$ cat src/rtl/f_sweep_pkg.sv
// Shared types and constants for the f truth-table sweep controller.
package f_sweep_pkg;

  localparam int NUM_VECTORS = 16;

  typedef enum logic [1:0] {
    IDLE   = 2'd0,
    SETTLE = 2'd1,
    SAMPLE = 2'd2,
    DONE   = 2'd3
  } state_t;

  // Mismatch counter increment that stops at NUM_VECTORS.
  function automatic logic [4:0] sat_inc(input logic [4:0] v);
    return (v >= 5'(NUM_VECTORS)) ? v : v + 5'd1;
  endfunction

endpackage

$ cat src/rtl/f_sweep_ctrl_settle_timer.sv
// Settle delay: while enabled, raises expire on the SETTLE_CYCLES-th enabled cycle.
module settle_timer #(
  parameter int SETTLE_CYCLES = 4
) (
  input  logic clk,
  input  logic rst_n,
  input  logic load,
  input  logic en,
  output logic expire
);

  localparam int CW = (SETTLE_CYCLES < 2) ? 1 : $clog2(SETTLE_CYCLES);
  localparam logic [CW-1:0] LAST = CW'(SETTLE_CYCLES - 1);

  logic [CW-1:0] cnt_r;

  assign expire = en && (cnt_r == LAST);

  // Cycle counter, cleared on load or expiry.
  always_ff @(posedge clk or negedge rst_n) begin
    if (!rst_n) begin
      cnt_r <= {CW{1'b0}};
    end else if (load || expire) begin
      cnt_r <= {CW{1'b0}};
    end else if (en) begin
      cnt_r <= cnt_r + CW'(1'b1);
    end else begin
      cnt_r <= cnt_r;
    end
  end

endmodule

$ cat src/rtl/f_sweep_ctrl.sv
// Drives all 16 input vectors into an external f instance, captures its
// output per vector and compares against a latched golden truth table.
module f_sweep_ctrl
  import f_sweep_pkg::*;
#(
  parameter int SETTLE_CYCLES = 4
) (
  input  logic        clk,
  input  logic        rst_n,
  input  logic        start,
  input  logic        abort,
  input  logic [15:0] expected,
  output logic        f_a,
  output logic        f_b,
  output logic        f_c,
  output logic        f_d,
  input  logic        f_out,
  output logic        busy,
  output logic        done,
  output logic        pass,
  output logic [15:0] truth_table,
  output logic [4:0]  mismatch_cnt,
  output logic [3:0]  first_fail_idx
);

  state_t      state_r, state_s;
  logic [3:0]  idx_r, idx_s;
  logic [15:0] exp_r, exp_s;
  logic [15:0] tt_r, tt_s;
  logic [4:0]  mc_r, mc_s;
  logic [3:0]  ffi_r, ffi_s;
  logic        busy_r, busy_s;
  logic        done_r, done_s;
  logic        pass_r, pass_s;
  logic        expire_s;

  settle_timer #(.SETTLE_CYCLES(SETTLE_CYCLES)) u_settle (
    .clk    (clk),
    .rst_n  (rst_n),
    .load   (state_r != SETTLE),
    .en     (state_r == SETTLE),
    .expire (expire_s)
  );

  // Next-state and result update logic.
  always_comb begin
    state_s = state_r;
    idx_s   = idx_r;
    exp_s   = exp_r;
    tt_s    = tt_r;
    mc_s    = mc_r;
    ffi_s   = ffi_r;
    if (abort) begin
      state_s = IDLE;
    end else begin
      case (state_r)
        IDLE, DONE: begin
          if (start) begin
            exp_s   = expected;
            tt_s    = 16'h0000;
            mc_s    = 5'd0;
            ffi_s   = 4'd0;
            idx_s   = 4'd0;
            state_s = SETTLE;
          end else begin
            state_s = state_r;
          end
        end
        SETTLE: begin
          if (expire_s) begin
            state_s = SAMPLE;
          end else begin
            state_s = SETTLE;
          end
        end
        SAMPLE: begin
          tt_s[idx_r] = f_out;
          if (f_out != exp_r[idx_r]) begin
            mc_s = sat_inc(mc_r);
            if (mc_r == 5'd0) begin
              ffi_s = idx_r;
            end else begin
              ffi_s = ffi_r;
            end
          end else begin
            mc_s = mc_r;
          end
          if (idx_r == 4'(NUM_VECTORS - 1)) begin
            state_s = DONE;
          end else begin
            idx_s   = idx_r + 4'd1;
            state_s = SETTLE;
          end
        end
        default: begin
          state_s = IDLE;
        end
      endcase
    end
    busy_s = (state_s == SETTLE) || (state_s == SAMPLE);
    done_s = (state_s == DONE);
    pass_s = (state_s == DONE) && (mc_s == 5'd0);
  end

  // State and result registers.
  always_ff @(posedge clk or negedge rst_n) begin
    if (!rst_n) begin
      state_r <= IDLE;
      idx_r   <= 4'd0;
      exp_r   <= 16'h0000;
      tt_r    <= 16'h0000;
      mc_r    <= 5'd0;
      ffi_r   <= 4'd0;
      busy_r  <= 1'b0;
      done_r  <= 1'b0;
      pass_r  <= 1'b0;
    end else begin
      state_r <= state_s;
      idx_r   <= idx_s;
      exp_r   <= exp_s;
      tt_r    <= tt_s;
      mc_r    <= mc_s;
      ffi_r   <= ffi_s;
      busy_r  <= busy_s;
      done_r  <= done_s;
      pass_r  <= pass_s;
    end
  end

  assign {f_a, f_b, f_c, f_d} = idx_r;
  assign busy           = busy_r;
  assign done           = done_r;
  assign pass           = pass_r;
  assign truth_table    = tt_r;
  assign mismatch_cnt   = mc_r;
  assign first_fail_idx = ffi_r;

endmodule

$ cat config.mk
export PLATFORM = sky130hd
export DESIGN_NAME = f_sweep_ctrl
export DESIGN_NICKNAME = d
export VERILOG_FILES = /design/src/rtl/f_sweep_pkg.sv /design/src/rtl/f_sweep_ctrl_settle_timer.sv /design/src/rtl/f_sweep_ctrl.sv
export SDC_FILE = /design/constraint.sdc
export NUM_CORES = 1
export LEC_CHECK = 0
export ABC_AREA = 1
export ABC_CLOCK_PERIOD_IN_PS = 3100
export CAP_MARGIN = 0
export CORE_AREA = 2 2 90 92
export CTS_BUF_LIST = sky130_fd_sc_hd__clkbuf_16
export CTS_CLUSTER_SIZE = 28
export DETAILED_ROUTE_END_ITERATION = 8
export DIE_AREA = 0 0 92 94
export MAX_ROUTING_LAYER = met4
export SETUP_SLACK_MARGIN = 0.15
export SLEW_MARGIN = 20
export SYNTH_ARGS = -nofsm -noshare
export SYNTH_HDL_FRONTEND = slang
export SYNTH_SLANG_ARGS = --single-unit
$ cat constraint.sdc
create_clock -name clk -period 3.1 [get_ports clk]
set_input_delay 0.775 -clock clk [delete_from_list [all_inputs] [get_ports clk]]
set_output_delay 0.775 -clock clk [all_outputs]
set_load 0.05 [all_outputs]
* Word-level counts from Yosys, hierarchy flattened
Index checks and enable logic that the tools add are counted.
Word-level totals: register bits after elaboration 52, bits of input ports 21, output and inout port bits 32, logic and storage cells 71
Operators by class: $add $sub $neg 3, $lt $le $gt $ge 3, equality and inequality tests 14, mux-type cells 25, bitwise logic cells 1, reductions and logical operators 15
Operators by type and width (count):
- $pmux 16 s2 | 1
- $mux 5 | 4
- $bwmux 16 | 1
- $mux 16 | 1
- $mux 4 | 4
- $pmux 4 s2 | 2
- $mux 2 | 6
- $eq 2x2->1 const B | 5
- $logic_not 5->1 | 2
- $pmux 5 s2 | 1
- $ne 2x2->1 const B | 4
- $pmux 2 s3 | 1
- $reduce_and 3->1 | 2
- $add 5x1->5 const B | 1
- $ge 5x5->1 const B | 1
- $lt 4x5->1 const B | 1
- $reduce_and 5->1 | 1
- $add 4x1->4 const B | 1
- $bmux 1 s4 | 1
- $demux 1 s4 | 1
- $eq 2x1->1 const B | 2
- $eq 4x4->1 const B | 1
- $ge 4x1->1 const B | 1
- $reduce_and 4->1 | 1
- 10 further kinds | 15

* Longest topological paths before layout
depth after elaboration 8, depth in mapped cells 17, mapped depth without buffers 15

* Modules after synthesis
Synthesis repeated with hierarchy kept, for this count alone.
Unflattened totals: cell total of the unflattened synthesis 341, area, all modules 2820.2 µm²
By module, submodules not included:
- f_sweep_ctrl | instances 1, cells each 325, area each 2707.6 µm², seq. area each 1251.2 µm²
- settle_timer | instances 1, cells each 16, area each 112.6 µm², seq. area each 50.0 µm²

* Worst setup path before layout
No wires, ideal clock.
path kind register to register, start register idx_r[0], end register ffi_r[0], in the netlist first_fail_idx[0], setup time 0.125 ns, arrival 2.092 ns, required time 2.975 ns, path slack 0.883 ns, stages on the path, launching flop included 16, buffers on the path 3, clock period less this slack 2.217 ns, cell sequence dfrtp_1 -> buf_6 -> inv_4 -> buf_6 -> nand2_1 -> nand3_1 -> nand2_1 -> nand2_1 -> nand2_2 -> nor2_1 -> nand2_2 -> nand3_2 -> or2_0 -> buf_4 -> nand3_1 -> o31ai_2
On the way: word-level cells in the longest chain between the ends 5, elaborated cells between the ends (all ways) 8, classes of those cells eq/ne (2); mux (5); reduce/logical (1)
RTL lines:
- from (decl) | line f_sweep_ctrl.sv:27 | logic [3:0] idx_r, idx_s;
- from (signal assigned) | line f_sweep_ctrl.sv:119 | idx_r <= idx_s;
- $bmux 1 s4 | line f_sweep_ctrl.sv:78 | if (f_out != exp_r[idx_r]) begin
- $mux 1 (implied by the code) | line f_sweep_ctrl.sv:78
- $ne 1x1->1 | line f_sweep_ctrl.sv:78
- $ne 2x2->1 (no source line)
- $reduce_and 5->1 (no source line)
- to (signal assigned) | line f_sweep_ctrl.sv:123 | ffi_r <= ffi_s;
- to (decl) | line f_sweep_ctrl.sv:31 | logic [3:0] ffi_r, ffi_s;
Several ways; a longest one is shown, not always the timed one. The select of a mux whose other input is x is not followed. A chain may end at the register's enable or synchronous reset.

* Final worst setup path
start register idx_r[0], end output f_d
RTL lines:
- to (decl) | line f_sweep_ctrl.sv:16 | output logic f_d,
No word-level cell between the ends.

==> results.yml <==
outcome:
  status: "finished, final reports clean"
final_layout:
  final_cell_mix: "52 x dfrtp_1, 51 x clkdlybuf4s50_1, 48 x nor2_1, 45 x nand2_1, 38 x inv_1"
  fillers: 764
  drive_above_1_share_pct: 9.65
  area_delta_synth_final_pct: 30.5
  seq_area_sq_um: 1300
  final_common_cell: "dfrtp_1"
  multiInputGateArea_sq_um: 1130
  diodes: 0
  fin_nets: 403
hold_path:
  min_to: "u_settle.cnt_r[0]$_DFFE_PN0P_"
  hold_path_class: "flip-flop to flip-flop"
  holdPathStages: 1
  hold_start: "u_settle.cnt_r[0]$_DFFE_PN0P_"
synth:
  synthFlopType: "dfrtp_1"
  synth_fa_ha_area_share_pct: 4.65
  synthMuxAreaShare_pct: 1.49
  yosys.area.top_type: "dfrtp_1"
  synth_area_leaders: "dfrtp_1 48%, nor2_1 6.7%, nand2_1 6.3%"
  mappedNetlistArea_sq_um: 2690
  postSynthAreaPerCell_sq_um: 8.38
  synth_top_family_by_area: "simple AND/OR/NAND/NOR gates"
  synth-compound-area-share_pct: 14.1
  ys_types: 32
  yosysSeqAreaShare_pct: 48.4
  yosys.area.top_type_share_pct: 48.4
  yosys.area_share.simple_pct: 21.4
  synth_seq_cells: 52
  async_reset_ff_share_pct: 100
  synth-xor-area-share_pct: 0.326
  syn_nets: 352
  yosysWarnings: 0
  synth_edf_count: 0
  syn_inst: 321
timing:
  maxSlewHeadroom_pct: 56.9
  period_share_pct: 84.5
  setup_viol: 0
  min_period_ns: 2.62
  final-hold-violation-count: 0
  fin_tns_setup_ns: 0
  slew_viol_final: 0
  tightest_slew_ns: 0.646
  clock.fmax_mhz: 382
  fin_worst_skew_ns: 0.00532
  rsz0062_at_grt: "false"
  fin_ws_ns: 0.482
routing:
  dr.first_iter.drc_count: 121
  dr.pass1.iters: 4
  postRouteAntennaNets: 0
  drcViolationCount: 0
  finalWirelength_microns: 5990
  vias: 2260
  wl_per_cell_microns: 12.6
  avgViaCountPerCell: 4.76
global_route:
  globalRouteTotalUtil_pct: 14.5
  grt_max_degree: 53
  antenna_found_initial: 0
  grt_overflow: 0
  grt_pass1_vias: 2106
  grt_first_pass_wirelength_microns: 9810
pwr:
  p_leak_nw: 1.61
  worst_ir_drop_vdd_mv: 0.217
  powerDensity_nw_per_um2: 502
worst_setup_path:
  cp_max_fo: 13
  worstPathCellList: "clkdlybuf4s50_1"
  setup.worst_path.start_class: "flip-flop"
  arrival_ns: 1.84
  path_buf_inv: 1
  cp.required_ns: 2.32
  path_class: "flip-flop to primary output"
  cp-end-kind: "primary output"
  r2r-start: "idx_r[0]$_DFFE_PN0P_"
  crit_path_top_delay_cell: "clkdlybuf4s50_1"
  timing.rr.end: "pass$_DFF_PN0_"
  critPathTopFamily: "buffers and inverters"
  reg2regPathDepth: 13
  critPathMaxStageDelay_ns: 0.90
  rrSetupSlack_ns: 0.70
floorplanning:
  die_h_microns: 94
  die_w_microns: 92
  ios: 53
  rows: 32
  start_util_pct: 35.4
  core_area_sq_um: 7610
  die-area_sq_um: 8650
placed_design:
  io_buffers: 52
  routabilityCongestion: 0.908
  hpwl_microns: 4270
  post-place-ws_ns: 0.474
clock_tree:
  cts_root_buffer: "clkbuf_16"
  ctsHoldBuffers: 0
  clk_pin_slew_worst_paths_ns: 0.07
  clkSinkCount: 52
  cts_resized: 0
  cts_setup_buffers: 0
  insertion_delay_ns: 0.29
  numCtsBuffers: 5
  clockBufferDepth: 2
  cts_tree: "yes"
  htree_levels: 2
run:
  cap_violations: 0
[cells by family after synthesis]
logic type,Yosys count
compound gates,57
flops,52
buf+inv,63
simple gates,134
mux,4
xor+xnor,1
fa+ha+maj,10
[through the flow]
| step | total power (W) | hold slack [ns] | instances | cell area, sq um | util (%) |
|---|---|---|---|---|---|
| 2_1_floorplan | 0.000913 | 0.407 | 321 | 2690 | - |
| 3_3_place_gp | 0.000987 | 0.419 | 467 | 3300 | 43.3 |
| 3_5_place_dp | 0.000992 | 0.436 | 467 | 3300 | 43.3 |
| 4_1_cts | 0.00178 | 0.446 | 475 | 3510 | 46.2 |
| 5_1_grt | 0.00183 | 0.469 | 475 | 3510 | 46.2 |
| 6_report | 0.00176 | 0.444 | 475 | 3510 | 46.2 |
[report_power, final]
part           internal [W]  switching [W]
logic             0.0000854       0.000147
clock network      0.000544       0.000242
registers          0.000727      0.0000161
[sequential cells by signal, indices dropped and copies added, names as in the netlist]
register,flops
state_r,2
u_settle.cnt_r,2
mismatch_cnt,5
idx_r,4
first_fail_idx,4
busy,1
exp_r,16
done,1
truth_table,16
pass,1
[layout make-up]
class                           count  area share [%]
Clock buffer                        5            3.56
Multi-Input combinational cell    206            32.2
Tap cell                          102            3.64
Sequential cell                    52            37.1
Timing Repair Buffer               55            15.3
Inverter                           52            5.67
Clock inverter                      3            2.57
[layer usage]
layer  up-vias  share of wire (%)  global-route usage (%)
li1       1154                  -                       -
met1      1035                 49                    19.5
met2        65                 47                    23.3
met3         6                4.0                    2.01
met4         0               0.73                    3.73
met5         -                  0                       -
[how the worst max path moves through the flow]
stage | start | end | slack (ns) | depth (start not counted)
floorplan | idx_r[0]$_DFFE_PN0P_ | first_fail_idx[0]$_DFFE_PN0P_ | 0.88 | 15
global placement | abort | pass$_DFF_PN0_ | 0.54 | 12
detailed placement | abort | pass$_DFF_PN0_ | 0.47 | 12
CTS | idx_r[0]$_DFFE_PN0P_ | f_d | 0.47 | 1
global route | idx_r[0]$_DFFE_PN0P_ | f_d | 0.42 | 1
finish | idx_r[0]$_DFFE_PN0P_ | f_d | 0.48 | 1
[synthesized netlist by cell type, drive strengths merged (3+ instances only)]
cell and number:
nand4 4, nor2 49, a31oi 13, a21oi 18, buf 3, o21ai 8, clkbuf 8, mux2i 4
inv 51, a22oi 12, ha 10, o31ai 4, dfrtp 52, nand2 48, nand3 23, nor3 6
[worst register-to-register path, cell delays in order (launching register included)]
cell	delay [ns]
dfrtp_1	0.65
ha_1	0.26
inv_1	0.11
nor2_1	0.21
inv_1	0.08
nor2_1	0.16
a21oi_1	0.06
a2bb2oi_1	0.13
nor2_1	0.16
ha_1	0.20
nand3_1	0.08
nor2_1	0.10
nand2_1	0.06
nor2_1	0.07
Note: power is estimated with default switching activity, not from simulation.
==> patch (same settings) <==
`SETTLE_CYCLES` is set to 4 in 2 places; all go to 2.
--- a/src/rtl/f_sweep_ctrl_settle_timer.sv
+++ b/src/rtl/f_sweep_ctrl_settle_timer.sv
@@ -1,6 +1,6 @@
 // Settle delay: while enabled, raises expire on the SETTLE_CYCLES-th enabled cycle.
 module settle_timer #(
-  parameter int SETTLE_CYCLES = 4
+  parameter int SETTLE_CYCLES = 2
 ) (
   input  logic clk,
   input  logic rst_n,
--- a/src/rtl/f_sweep_ctrl.sv
+++ b/src/rtl/f_sweep_ctrl.sv
@@ -3,7 +3,7 @@
 module f_sweep_ctrl
   import f_sweep_pkg::*;
 #(
-  parameter int SETTLE_CYCLES = 4
+  parameter int SETTLE_CYCLES = 2
 ) (
   input  logic        clk,
   input  logic        rst_n,
Behaviour: not the same (a bounded check fails within 10 cycles, from zero or initial values and one cycle with rst_n low).
==> patch against the original RTL <==
  * Global-route usage grew 1.9 points
  * Power is 6.2% lower
  * Core utilization decreased by 0.43 points
  * Critical endpoint is now f_c
  * Wire length grew 4.2%
  * Final area decreased by 0.93%
  * Combinational power is 63% higher
  * Critical path type unchanged
  * Area after synthesis up 0.84%
  * Worst setup slack gained 0.11 ns
  * Count of clock-buffer cells in the layout unchanged
  * Sequential power grew 2%
  * Sequential cell count decreased by 1
  * Largest cell class unchanged
==> patch: results (changes against the original RTL) <==
{| class="wikitable"
! Metric !! Value
|-
| Violation count after the first detailed-route iteration || 81 (-33%)
|-
| Placement-stage worst setup slack || 0.594 ns (+0.119 ns)
|-
| Sequential-to-total area share from yosys stat || 47.0% (-1.3 points)
|-
| Post-placement cell count || 480 (+2.8%)
|-
| Met1 global-route usage || 21.4% (+2.0 points)
|-
| Number of buffers added by the clock tree synthesis step || 5 (unchanged)
|-
| Run status || finished, final reports clean
|-
| Average vias per placed instance || 4.75 (-0.17%)
|-
| Most area-consuming cells after synthesis || sky130_fd_sc_hd__dfrtp_1, sky130_fd_sc_hd__nand2_1, sky130_fd_sc_hd__nor2_1, sky130_fd_sc_hd__nand3_1, sky130_fd_sc_hd__inv_1
|-
| Fraction of final layout cells sized beyond drive strength 1 || 10.6% (+0.97 points)
|-
| Non-Filler Instances || 488 (+2.7%)
|-
| Skew final || 0.00481 ns (-0.000506 ns)
|-
| Count of TritonRoute iterations in the first routing pass || 4 (unchanged)
|-
| Peak supply drop || 251 µV (+15%)
|-
| Slew Limit Headroom || 57.3% (+0.34 points)
|-
| GR met3 Demand/Resource || 3.13% (+1.1 points)
|-
| Met2 global-route usage || 25.9% (+2.6 points)
|-
| Total wirelength of the detailed-routed design || 6240 µm (+4.2%)
|-
| HPWL after DPL || 4490 µm (+5.2%)
|-
| Pin count of the biggest net entering global routing || 52 (-1.9%)
|-
| Wire length of the first global-routing pass || 10900 µm (+11%)
|-
| GRT Overall Usage || 16.4% (+1.9 points)
|-
| Vias in the first global route || 2331 (+11%)
|-
| Post-synth top cells || sky130_fd_sc_hd__nand2_1, sky130_fd_sc_hd__dfrtp_1, sky130_fd_sc_hd__nor2_1
|-
| Critical path fanouts, max || 10 (-3)
|-
| Critical Path AT || 1.74 ns (-0.10 ns)
|-
| Post-Syn Nets || 362 (+2.8%)
|-
| Diode count || 0 (unchanged)
|-
| Layout Nets || 415 (+3.0%)
|-
| Synthesized area per cell || 8.17 µm² (-2.5%)
|-
| Delay of the slowest critical-path stage || 0.88 ns (-0.02 ns)
|-
| Final estimated routing congestion in global placement || 0.814 (-10%)
|-
| Leakage power || 0.00163 µW (+0.71%)
|}
==> patch: cell count changes in the layout (fill, tap and decap cells not counted), moves of 3 or more <==
cell                        before  now
sky130_fd_sc_hd__bufinv_16       3    0
sky130_fd_sc_hd__nand3_1        22   28
sky130_fd_sc_hd__clkinv_2        1    4
sky130_fd_sc_hd__o31ai_2         4    0
sky130_fd_sc_hd__nand4_1         4    1
sky130_fd_sc_hd__o21ai_1         5    1
sky130_fd_sc_hd__o21ai_0         2    9
sky130_fd_sc_hd__nor2_2          1    4
sky130_fd_sc_hd__nand2_1        45   57
sky130_fd_sc_hd__nor2_1         48   38
==> patch: stage by stage <==
stage	instance area (µm²)	total power (µW)
2_1_floorplan	2710	1040
3_3_place_gp	3340	1150
3_5_place_dp	3340	1160
4_1_cts	3480	1680
5_1_grt	3480	1760
6_report	3480	1650
==> patch: area by class of cell <==
cell class | count | area, µm²
Sequential cell | 51 | 1280
Clock inverter | 3 | 11.3
Fill cell | 780 | 4130
Timing Repair Buffer | 57 | 553
Inverter | 53 | 204
Tap cell | 102 | 128
Multi-Input combinational cell | 217 | 1180
Clock buffer | 5 | 125
==> patch: where the power goes <==
part           internal, µW  switching (µW)  total (µW)
combinational           133             246         379
sequential              729            31.1         760
clock                   291             223         514
total                  1150             500        1650
==> patch: cells by family after synthesis <==
kind of cell	count (synthesis)	synth area share, %
simple gates	144	23.8
buf+inv	64	9.41
compound gates	56	12.8
flops	51	47.0
fa+ha+maj	9	4.15
mux	5	1.85
xor+xnor	3	0.969
==> patch: path summary, 6_finish.rpt <==
path | from | to | slack [ns]
max | idx_r[1]$_DFFE_PN0P_ | f_c | 0.59
max reg2reg | idx_r[1]$_DFFE_PN0P_ | pass$_DFF_PN0_ | 0.80
min in group asynchronous | rst_n | exp_r[7]$_DFFE_PN0P_ | 0.60
min reg2reg | u_settle.cnt_r$_DFFE_PN0P_ | u_settle.cnt_r$_DFFE_PN0P_ | 0.45
max in group asynchronous | rst_n | truth_table[15]$_DFFE_PN0P_ | 2.07
min | u_settle.cnt_r$_DFFE_PN0P_ | u_settle.cnt_r$_DFFE_PN0P_ | 0.45
==> patch: layer usage <==
layer  wire length, µm  up-vias
li1                  -     1185
met1              3040     1085
met2              2930       42
met3               195        6
met4                80        0
met5                 0        -
